### src/rtl/ecc_ladder_seq.sv
// Montgomery-ladder sequencer: loads scalar k, finds its leading one, drives INIT/STEP/FINAL
// core commands under a watchdog, then streams the result out. Macro ECC_SEPARATE_DY_EN adds the Z stream.
module ecc_ladder_seq #(
    parameter int M      = 163,
    parameter int W      = 32,
    parameter int TO_CYC = 4096
) (
    input  logic         clk,
    input  logic         rst,
    input  logic         start,
    input  logic         in_valid,
    output logic         in_ready,
    input  logic [W-1:0] in_data,
    output logic         core_cmd_valid,
    output logic [1:0]   core_cmd_op,
    output logic         core_swap1,
    output logic         core_swap2,
    input  logic         core_done,
    input  logic [M-1:0] core_x,
    input  logic [M-1:0] core_z,
    output logic         out_valid,
    input  logic         out_ready,
    output logic [W-1:0] out_data,
    output logic         out_last,
    output logic         busy,
    output logic         done,
    output logic         inf,
    output logic         err
);
    localparam int NW = (M + W - 1) / W;
`ifdef ECC_SEPARATE_DY_EN
    localparam int NOUT = 2 * NW;
`else
    localparam int NOUT = NW;
`endif
    localparam int IW = (M > 1) ? $clog2(M) : 1;
    localparam int CW = $clog2(NOUT + 1);
    localparam int TW = (TO_CYC > 1) ? $clog2(TO_CYC) : 1;

    typedef enum logic [2:0] {
        S_IDLE, S_LOAD, S_SCAN, S_INIT, S_STEP, S_FINAL, S_UNLOAD
    } state_t;

    state_t            r_state, w_state_next;
    logic [M-1:0]      r_k, r_rx;
    logic [IW-1:0]     r_i;
    logic [CW-1:0]     r_wcnt;
    logic [TW-1:0]     r_wd;
    logic              r_cmd_valid, r_done, r_inf, r_err;
    logic              w_in_cmd, w_ack, w_wd_hit, w_issue, w_k_bit, w_scan_zero;
    logic              w_load_beat, w_load_last, w_out_beat, w_out_last;
    logic [IW-1:0]     w_ip1;
    logic [NOUT*W-1:0] w_res;
`ifdef ECC_SEPARATE_DY_EN
    logic [M-1:0]      r_rz;
`else
    // Z coordinate is only consumed when its output stream is enabled.
    logic              w_unused_z;
    assign w_unused_z = ^core_z;
`endif

    assign w_in_cmd    = (r_state inside {S_INIT, S_STEP, S_FINAL});
    // A completion coincident with our own pulse belongs to no command of ours.
    assign w_ack       = w_in_cmd && core_done && !r_cmd_valid;
    assign w_wd_hit    = w_in_cmd && !w_ack && (r_wd == TW'(TO_CYC - 1));
    assign w_k_bit     = r_k[r_i];
    assign w_ip1       = r_i + IW'(1);
    assign w_scan_zero = (r_state == S_SCAN) && !w_k_bit && (r_i == '0);
    assign w_load_beat = (r_state == S_LOAD) && in_valid;
    assign w_load_last = w_load_beat && (r_wcnt == CW'(NW - 1));
    assign w_out_beat  = (r_state == S_UNLOAD) && out_ready;
    assign w_out_last  = (r_wcnt == CW'(NOUT - 1));

    always_ff @(posedge clk or negedge rst) begin
        if (!rst) r_state <= S_IDLE;
        else      r_state <= w_state_next;
    end

    always_comb begin
        // NOTE: defaults first so every path assigns and no latch is inferred.
        w_state_next = r_state;
        w_issue      = 1'b0;
        unique case (r_state)
            S_IDLE:   if (start) w_state_next = S_LOAD;
            S_LOAD:   if (w_load_last) w_state_next = S_SCAN;
            S_SCAN: begin
                if (w_k_bit) begin
                    w_state_next = S_INIT;
                    w_issue      = 1'b1;
                end else if (r_i == '0) begin
                    w_state_next = S_UNLOAD;
                end
            end
            // INIT holds i = lead, STEP holds the current bit; both finish at i = 0.
            S_INIT, S_STEP: begin
                if (w_ack) begin
                    w_state_next = (r_i == '0) ? S_FINAL : S_STEP;
                    w_issue      = 1'b1;
                end else if (w_wd_hit) begin
                    w_state_next = S_IDLE;
                end
            end
            S_FINAL: begin
                if (w_ack)         w_state_next = S_UNLOAD;
                else if (w_wd_hit) w_state_next = S_IDLE;
            end
            S_UNLOAD: if (w_out_beat && w_out_last) w_state_next = S_IDLE;
            default:  w_state_next = S_IDLE;
        endcase
    end

    always_ff @(posedge clk or negedge rst) begin
        if (!rst) begin
            // NOTE: operand/result registers are reset too, so an aborted job leaves no stale data.
            r_k         <= '0;
            r_rx        <= '0;
`ifdef ECC_SEPARATE_DY_EN
            r_rz        <= '0;
`endif
            r_i         <= '0;
            r_wcnt      <= '0;
            r_wd        <= '0;
            r_cmd_valid <= 1'b0;
            r_done      <= 1'b0;
            r_inf       <= 1'b0;
            r_err       <= 1'b0;
        end else begin
            r_cmd_valid <= w_issue;
            r_done      <= w_out_beat && w_out_last;
            if (w_issue)
                r_wd <= '0;
            else if (w_in_cmd && r_wd != TW'(TO_CYC - 1))
                r_wd <= r_wd + TW'(1);
            if (r_state == S_IDLE && start) begin
                r_err  <= 1'b0;
                r_inf  <= 1'b0;
                r_wcnt <= '0;
            end
            if (w_wd_hit) r_err <= 1'b1;
            if (w_load_beat) begin
                for (int b = 0; b < M; b++)
                    if (b / W == int'(r_wcnt)) r_k[b] <= in_data[b % W];
                r_wcnt <= w_load_last ? '0 : r_wcnt + CW'(1);
            end
            if (w_out_beat) r_wcnt <= w_out_last ? '0 : r_wcnt + CW'(1);
            if (w_load_last)
                r_i <= IW'(M - 1);
            else if (r_state == S_SCAN && !w_k_bit && r_i != '0)
                r_i <= r_i - IW'(1);
            else if (w_ack && r_state != S_FINAL && r_i != '0)
                r_i <= r_i - IW'(1);
            if (w_scan_zero) begin
                r_inf <= 1'b1;
                r_rx  <= '0;
`ifdef ECC_SEPARATE_DY_EN
                r_rz  <= '0;
`endif
            end
            if (w_ack && r_state == S_FINAL) begin
                r_rx <= core_x;
`ifdef ECC_SEPARATE_DY_EN
                r_rz <= core_z;
`endif
            end
        end
    end

    always_comb begin
        w_res        = '0;
        w_res[M-1:0] = r_rx;
`ifdef ECC_SEPARATE_DY_EN
        w_res[NW*W +: M] = r_rz;
`endif
    end

    assign in_ready       = (r_state == S_LOAD);
    assign busy           = (r_state != S_IDLE);
    assign core_cmd_valid = r_cmd_valid;
    assign core_cmd_op    = (r_state == S_STEP)  ? 2'b01 :
                            (r_state == S_FINAL) ? 2'b10 : 2'b00;
    assign core_swap2     = (r_state == S_STEP) && w_k_bit;
    assign core_swap1     = (r_state == S_STEP) && (w_k_bit ^ r_k[w_ip1]);
    assign out_valid      = (r_state == S_UNLOAD);
    assign out_last       = (r_state == S_UNLOAD) && w_out_last;
    assign out_data       = (r_state == S_UNLOAD) ? w_res[int'(r_wcnt)*W +: W] : '0;
    assign done           = r_done;
    assign inf            = r_inf;
    assign err            = r_err;
endmodule

### config.mk
export PLATFORM = sky130hd
export DESIGN_NAME = ecc_ladder_seq
export DESIGN_NICKNAME = d
export VERILOG_FILES = /design/src/rtl/ecc_ladder_seq.sv
export SDC_FILE = /design/constraint.sdc
export NUM_CORES = 1
export LEC_CHECK = 0
export CAP_MARGIN = 30
export CORE_ASPECT_RATIO = 1.75
export CORE_UTILIZATION = 55
export DETAILED_ROUTE_END_ITERATION = 16
export HOLD_SLACK_MARGIN = 0.06
export MAX_ROUTING_LAYER = met4
export PLACE_DENSITY = 0.87
export SYNTH_ARGS = -nofsm -noshare
export SYNTH_HDL_FRONTEND = slang
export SYNTH_SLANG_ARGS = --single-unit
### constraint.sdc
create_clock -name clk -period 7.1 [get_ports clk]
set_input_delay 1.065 -clock clk [delete_from_list [all_inputs] [get_ports clk]]
set_output_delay 1.065 -clock clk [all_outputs]
set_load 0.005 [all_outputs]
# Yosys cells after proc, flatten, opt, wreduce, memory -nomap -nowiden
# Index checks and enable logic that the tools add are counted.
# word_totals
reg_bits	356
inputBits	364
# classes
bitwise	1
mux	35
shift	1
n_reduce_logical	42
order_cmp	2
n_addsub	4
n_eq_ne	19
# op_table
op	n
2-to-1 mux 163 bit	2
variable part select 192 x 9 -> 32 bit	1
2-to-1 mux 3 bit	13
2-to-1 mux 32 bit	1
2-to-1 mux 12 bit	2
2-to-1 mux 8 bit	3
logical AND 1 bit	19
less-than comparator 8 x 9 -> 1 bit, second input constant	2
one-hot mux 3 bit (6 select lines)	1
binary-select mux 1 bit (select 8 bit)	2
adder 12 x 1 -> 12 bit, second input constant	1
equality test 12 bit, second input constant	1
equality test 3 bit, first input constant	4
equality test 3 bit, second input constant	4
!= test 12 bit, second input constant	1
AND reduction 2 bit	6
nonzero test 3 bit	4
adder 8 x 1 -> 8 bit, second input constant	1
logical NOT 8 bit	1
2-to-1 mux 1 bit	8
nonzero test 2 bit	4
nonzero test 8 bit	1
subtractor 8 x 1 -> 8 bit, second input constant	1
equality test 3 x 2 -> 1 bit, second input constant	2
14 further kinds	19

# Depth between registers and ports, before layout
# Gate-level depths: netlist of the first run.
# depth
word_depth	10
depth_mapped	16

# Least setup slack after synthesis of the first run
# OpenSTA, ideal clock, no wires.
# synth_timing
path_kind	register -> output
from	register r_i[0]
to	output port core_swap1
path_slack_ps	2173
path_stages_with_launch	16
required_ps	6035
t_arrival_ps	3862
path_cell_list	dfrtp_1 > buf_4 > buf_6 > buf_4 > inv_1 > ha_1 > clkbuf_2 > buf_1 > mux4_2 > mux4_2 > mux2_2 > a22o_1 > nand2_1 > mux2i_1 > xnor2_1 > nor3_1
# synth_via
elab_chain_len	5
word_cells_on_any_way	7
cone_classes	add/sub (1); mux (4); bitwise (1); reduce/logical (1)
# synth_lines
element	line	source
start: declaration	46	logic [IW-1:0] r_i;
start signal: assignment	147	r_i <= IW'(M - 1);
start signal: assignment	149	r_i <= r_i - IW'(1);
start signal: assignment	151	r_i <= r_i - IW'(1);
adder 8 x 1 -> 8 bit	67	assign w_ip1 = r_i + IW'(1);
binary-select mux 1 bit (select 8 bit)	182	assign core_swap1 = (r_state == S_STEP) && (w_k_bit ^ r_k[w_ip1]);
2-to-1 mux 1 bit (not written as such)	182	
XOR 1 bit (*)	182	
logical AND 1 bit (*)	182	
end: declaration	16	output logic core_swap1,
# Every way passes the cells marked *; elsewhere a longest branch is shown, timed or not. The select of a mux whose other input is x is not followed.

# Worst setup path in the final report of the first run
# Ends and elaborated chain as after synthesis.

==> results of run 1 <==
==> flip-flops by register name, indices dropped and copies added (netlist names) <==
| register | cells |
|---|---|
| done | 1 |
| core_cmd_valid | 1 |
| r_rx | 163 |
| r_i | 8 |
| err | 1 |
| r_wcnt | 3 |
| inf | 1 |
| r_state | 3 |
| r_k | 163 |
| r_wd | 12 |
==> kinds of logic after synthesis <==
logic type               after synthesis  synth area share, %
AO/OA/AOI/OAI                        270                 12.3
XOR/XNOR                              17                0.887
adder cells (fa/ha/maj)                9                0.639
buffers and inverters                121                 3.27
flip-flops                           356                 50.5
multiplexers                         321                 26.8
AND/OR/NAND/NOR                      206                 5.53
==> worst paths after layout <==
| check | start | to | cells past startpoint |
|---|---|---|---|
| setup / recovery | r_i[0] | core_swap1 | 12 |
| max in group asynchronous | rst | r_rx[6] | 2 |
| min in group asynchronous | rst | r_wd[7] | 1 |
| setup reg to reg | r_i[0] | r_rx[43] | 13 |
| hold reg to reg | r_i[2] | r_i[2] | 1 |
| hold / removal | r_i[2] | r_i[2] | 1 |
==> power groups by stage <==
stage | clock network [mW] | logic, mW | registers (mW)
5_1_grt | 1.96 | 3.88 | 3.53
2_1_floorplan | 0 | 2.78 | 3.16
4_1_cts | 1.89 | 3.56 | 3.46
3_3_place_gp | 0 | 3.44 | 3.41
6_report | 1.85 | 3.62 | 3.45
3_5_place_dp | 0 | 3.54 | 3.47
==> cell usage after synthesis (12+ instances only) <==
master and n:
a22oi_1 42, nor2_1 65, o21ai_0 12, clkbuf_1 49
mux4_2 104, a21oi_1 21, dfrtp_1 356, nand3_1 21
nor3_1 13, a22o_1 165, buf_2 18, mux2_2 166
buf_1 23, mux2i_1 51, nand2_1 53
==> metal layers <==
layer	part of all wire [%]	up-vias	GRT usage [%]
met5	0	-	-
met3	6.5	146	6.38
met4	5.7	0	18.6
met2	52	566	51.0
li1	-	5437	-
met1	36	6543	34.7
==> metrics by stage <==
stage	total power [mW]	instance area, µm²
6_report	8.93	21500
5_1_grt	9.37	21500
4_1_cts	8.91	21400
3_5_place_dp	7.01	20300
3_3_place_gp	6.84	20300
2_1_floorplan	5.94	17600
==> final cells by class <==
| type | count | area (µm²) |
|---|---|---|
| Inverter | 13 | 48.8 |
| Sequential cell | 356 | 8910 |
| Clock inverter | 10 | 97.6 |
| Multi-Input combinational cell | 823 | 8160 |
| Antenna cell | 15 | 37.5 |
| Timing Repair Buffer | 272 | 2740 |
| Tap cell | 396 | 495 |
| Fill cell | 2167 | 9990 |
| Clock buffer | 50 | 1040 |
==> metrics, run 1 <==
Crit Path Class flop to output pin; Seq pwr share 38.7%; Remaining DRCs 0; synthesized cell area 17600 µm²; Switching Power 3.09 mW; sw frac 34.6%; synth top area cells dfrtp_1 51%, mux4_2 13%, mux2_2 11%, a22o_1 8.2%, mux2i_1 2.9%; combinational share of power 40.6%; CP cell instances inv_1 > ha_2 > buf_4 > mux4_2 > mux4_2 > mux2i_1 > mux2i_1 > mux2i_1 > mux2i_1 > xnor2_1 > nor3_1 > clkdlybuf4s50_1; cell count after synthesis 1300; Primary FF master, synth dfrtp_1; CTS Buf Count 35; Syn Nets 1673; First-pass DRT Iterations 5; clk_skew a little under 0.02 ns; worst hold slack about 0.49 ns; CTS tree yes; crit path max fanout 27; count of cell types in the netlist 57; worst slew pin tran between 0.9 and 1 ns; GP Congestion 0.928; GR Overflow Total 0; CTS Sinks 356; Buf+Inv Stages, Crit Path 3; leakage power 9.60 nW; fin cells 1935; slowest CP cell dfrtp_4; CP dominant cell by count mux2i_1; Worst slew margin 34.8%; pwr dens 414 nW/µm²; status finished, final reports clean; RSZ-0062 raised after global routing false; pin count of the biggest net entering global routing between 150 and 200; worst skew pair latency 0.54 ns; drt first-iter violations 790; internal power 5.84 mW; Tcrit/Tclk final a little over four fifths; vias per cell 6.56; Setup WS post-layout 1.11 ns; Die Y-Extent about 240 µm; Worst setup EP type output pin; Syn. warnings 0; initial antenna violation count 13; share of the synthesized area in the top cell type 50.5%; fin nets 1874; Setup Buffers After CTS 0; Initial Util 55.9%; Post-synth ARST share 100%; post-route setup TNS 0 ns; final setup fails 0; placed insts 1857; Root Driver clkbuf_16; clock share of power 20.8%; commonest non-fill, non-tap cell in the layout dfrtp_1; fmax ~170 MHz; Post-synth EDFFs 0; H-tree levels 2; dpl hpwl 32.5 mm; vias in the first global route 13300; HP Class flop to flop; Total GRT Usage 31.1%; worst slack, placed 1.68 ns; first-pass GRT wire length 74.8 mm; IO Port Bufs roughly 240; Slew Viols, Final 0; fin crit period ~6 ns; critical path data arrival time between 4 and 5 ns; cell taking the most area after synthesis dfrtp_1; # hold bufs at CTS 0; # IOs 408; Routed Antenna Nets 0; Avg Cell Area, Syn 13.6 µm²; final hold violations 0; post-CTS resize count 0; Bufs on Longest Clock Path 3; routed len/inst 24.8 µm; Worst Path Required about 6 ns; worst reg2reg setup slack 2.33 ns; Synth Register Bits around 360; Seq/Total Area, Yosys 50.5%; Vias 12700; Finished Core Util 68.3%; max incr delay on CP 0.67 ns; Cell Rows between 80 and 90; Die ar. 32800 µm²; crit path launch type flop; Core ar. 31500 µm²; commonest non-fill, non-tap cells in the layout 353 x dfrtp_1, 243 x clkdlybuf4s50_1, 166 x mux2_2; delay-heaviest family, CP multiplexers; clock-pin slew on the worst setup and hold paths 0.06 ns; Maximum Capacitance Violations 0; IR Drop Worst-Case VDD 0.522 mV; Area growth syn-to-layout 22.2%; share of cells above drive strength 1 about a quarter; Die W 137 µm; WL final 48.0 mm
Power figures use the tool's default switching activity.
==> run 2, diff against run 1 <==
Settings changed: CORE_UTILIZATION 55 to 51, PLACE_DENSITY 0.87 to 0.81.
Clock period 7.1 ns to 6.08 ns, I/O delays scaled along.
==> run 2 against run 1 <==
  * Core utilization down 4.4 points
  * Hold slack got worse by 0.071 ns
  * Combinational power increased by 16%
  * Final cell count up 2.9%
  * First-iteration DRC count rose by 7.1%
  * Sequential power rose by 18%
  * Global-route usage shrank 2.4 points
  * Via count down 0.83%
  * Register-to-register slack got worse by 0.54 ns
  * Largest cell class unchanged
==> metrics, run 2 (same netlist as run 1, synthesis figures left out) <==
vias in the first global route 13200 (was 13300); pin count of the biggest net entering global routing 164 (was 176); Switching Power 3.63 mW (was 3.09 mW); Worst Path Required 5.17 ns (was 6.03 ns); crit path launch type flop (unchanged); fin crit period about 5.7 ns; initial antenna violation count 9 (was 13); worst slew pin tran 0.945 ns (was 0.977 ns); Worst setup EP type output pin (unchanged); Remaining DRCs 0 (unchanged); IR Drop Worst-Case VDD 0.309 mV (was 0.522 mV); Die ar. 35300 µm² (was 32800 µm²); Tcrit/Tclk final 94.5%; Vias 12600 (was 12700); IO Port Bufs 244 (unchanged); Finished Core Util 64.0% (was 68.3%); worst hold slack 0.418 ns (was 0.489 ns); Crit Path Class flop to output pin (unchanged); Seq pwr share 38.4% (was 38.7%); fmax 174 MHz; clk_skew 0.0250 ns (was 0.0194 ns); # hold bufs at CTS 0 (unchanged); internal power 6.95 mW (was 5.84 mW); Total GRT Usage 28.7% (was 31.1%); Cell Rows 89 (was 86); drt first-iter violations 846 (was 790); fill count 2549 (was 2167); First-pass DRT Iterations 5 (unchanged); RSZ-0062 raised after global routing false (unchanged); dpl hpwl 33.0 mm (was 32.5 mm); clock share of power 21.7% (was 20.8%); fin nets 1873 (was 1874); top flop regs r_k x163, r_rx x163, r_wd x12 (unchanged); GP Congestion 0.893 (was 0.928); first-pass GRT wire length 74.5 mm (was 74.8 mm); Die W 143 µm (was 137 µm); Bufs on Longest Clock Path 3 (unchanged); critical path data arrival time 4.83 ns (was 4.92 ns); combinational share of power 39.8% (was 40.6%); post-CTS resize count 0 (unchanged); commonest non-fill, non-tap cell in the layout dfrtp_1 (unchanged); HP Class input pin to async pin (was flop to flop); sw frac 34.3% (was 34.6%); Maximum Capacitance Violations 0 (unchanged); # IOs 408 (unchanged); crit path max fanout 20 (was 27); leakage power 9.63 nW (was 9.60 nW); Core ar. 33900 µm² (was 31500 µm²); pwr dens 489 nW/µm² (was 414 nW/µm²); WL final 48.3 mm (was 48.0 mm); Initial Util 52.1% (was 55.9%); Die Y-Extent 248 µm (was 239 µm); share of cells above drive strength 1 24.0% (was 24.1%); Root Driver clkbuf_16 (unchanged); clock-pin slew on the worst setup and hold paths 0.06 ns (about the same); CTS tree yes (unchanged); post-route setup TNS 0 ns (unchanged); worst skew pair latency 0.54 ns (about the same); Slew Viols, Final 0 (unchanged); GR Overflow Total 0 (unchanged); Worst slew margin 37.0% (was 34.8%); vias per cell 6.32 (was 6.56); final setup fails 0 (unchanged); Setup Buffers After CTS 0 (unchanged); H-tree levels 2 (unchanged); Routed Antenna Nets 0 (unchanged); final hold violations 0 (unchanged); status finished, final reports clean (unchanged); commonest non-fill, non-tap cells in the layout 353 x dfrtp_1, 243 x clkdlybuf4s50_1, 166 x mux2_2 (unchanged); routed len/inst 24.3 µm (was 24.8 µm); Area growth syn-to-layout 22.9% (was 22.2%); CTS Buf Count 36 (was 35); CTS Sinks 356 (unchanged)
-- run 2: changes by cell type in the layout (fill, tap and decap cells not counted), moves of 2 or more --
cell	before	now
clkbuf_16	35	37
buf_12	2	4
bufinv_16	1	3
clkinv_4	0	3
diode_2	15	9
clkbuf_8	11	8
buf_16	3	1
clkbuf_1	4	7
buf_4	23	21
inv_6	4	2
-- run 2: per-layer routing --
layer  up-vias  GRT usage, %  part of all wire (%)
met5         -             -                     0
met4         0          15.0                   5.5
met3       132          5.83                   6.0
met2       502          48.8                    53
met1      6541          31.7                    36
li1       5412             -                     -
-- run 2: final timing paths --
kind,start,end,slack (ns),depth (start not counted)
setup / recovery,r_i[0],core_swap1,0.33,12
hold / removal,rst,r_k[60],0.42,1
setup reg to reg,r_i[0],r_rx[101],1.79,11
hold reg to reg,r_rx[7],r_rx[7],0.50,1
max in group asynchronous,rst,r_k[142],4.28,2
min in group clk,r_rx[7],r_rx[7],0.50,1
-- run 2: layout make-up --
class | instances | area [µm²] | area share (%)
Antenna cell | 9 | 22.5 | 0.104
Tap cell | 455 | 569 | 2.63
Clock inverter | 13 | 164 | 0.757
Inverter | 13 | 48.8 | 0.225
Timing Repair Buffer | 270 | 2710 | 12.5
Sequential cell | 356 | 8910 | 41.2
Clock buffer | 52 | 1060 | 4.90
Multi-Input combinational cell | 823 | 8160 | 37.7
-- run 2: power by group through the flow --
| stage | Clock, mW | Sequential [mW] | Combinational (mW) |
|---|---|---|---|
| CTS | 2.34 | 4.08 | 4.16 |
| global route | 2.43 | 4.17 | 4.51 |
| global placement | 0 | 4.04 | 4.01 |
| finish | 2.30 | 4.07 | 4.21 |
| floorplan | 0 | 3.69 | 3.25 |
| detailed placement | 0 | 4.11 | 4.12 |
-- run 2: metrics by stage --
step | cells | power [mW] | setup slack [ns] | cell area [µm²]
global route | 1991 | 11.1 | 0.124 | 21700
finish | 1991 | 10.6 | 0.333 | 21700
detailed placement | 1915 | 8.22 | 0.705 | 20400
global placement | 1915 | 8.05 | 0.749 | 20400
CTS | 1980 | 10.6 | 0.116 | 21600
floorplan | 1300 | 6.94 | 1.31 | 17600
-- run 2: critical path, cell delays in order, from the launching register on --
cell and delay (ns):
dfrtp_4 0.61, inv_1 0.19, ha_2 0.39, buf_4 0.39, mux4_2 0.60, mux4_2 0.48
mux2_2 0.28, a22o_1 0.20, nand2_1 0.08, mux2i_1 0.15, xnor2_1 0.21, nor3_1 0.17
clkdlybuf4s50_1 0.54
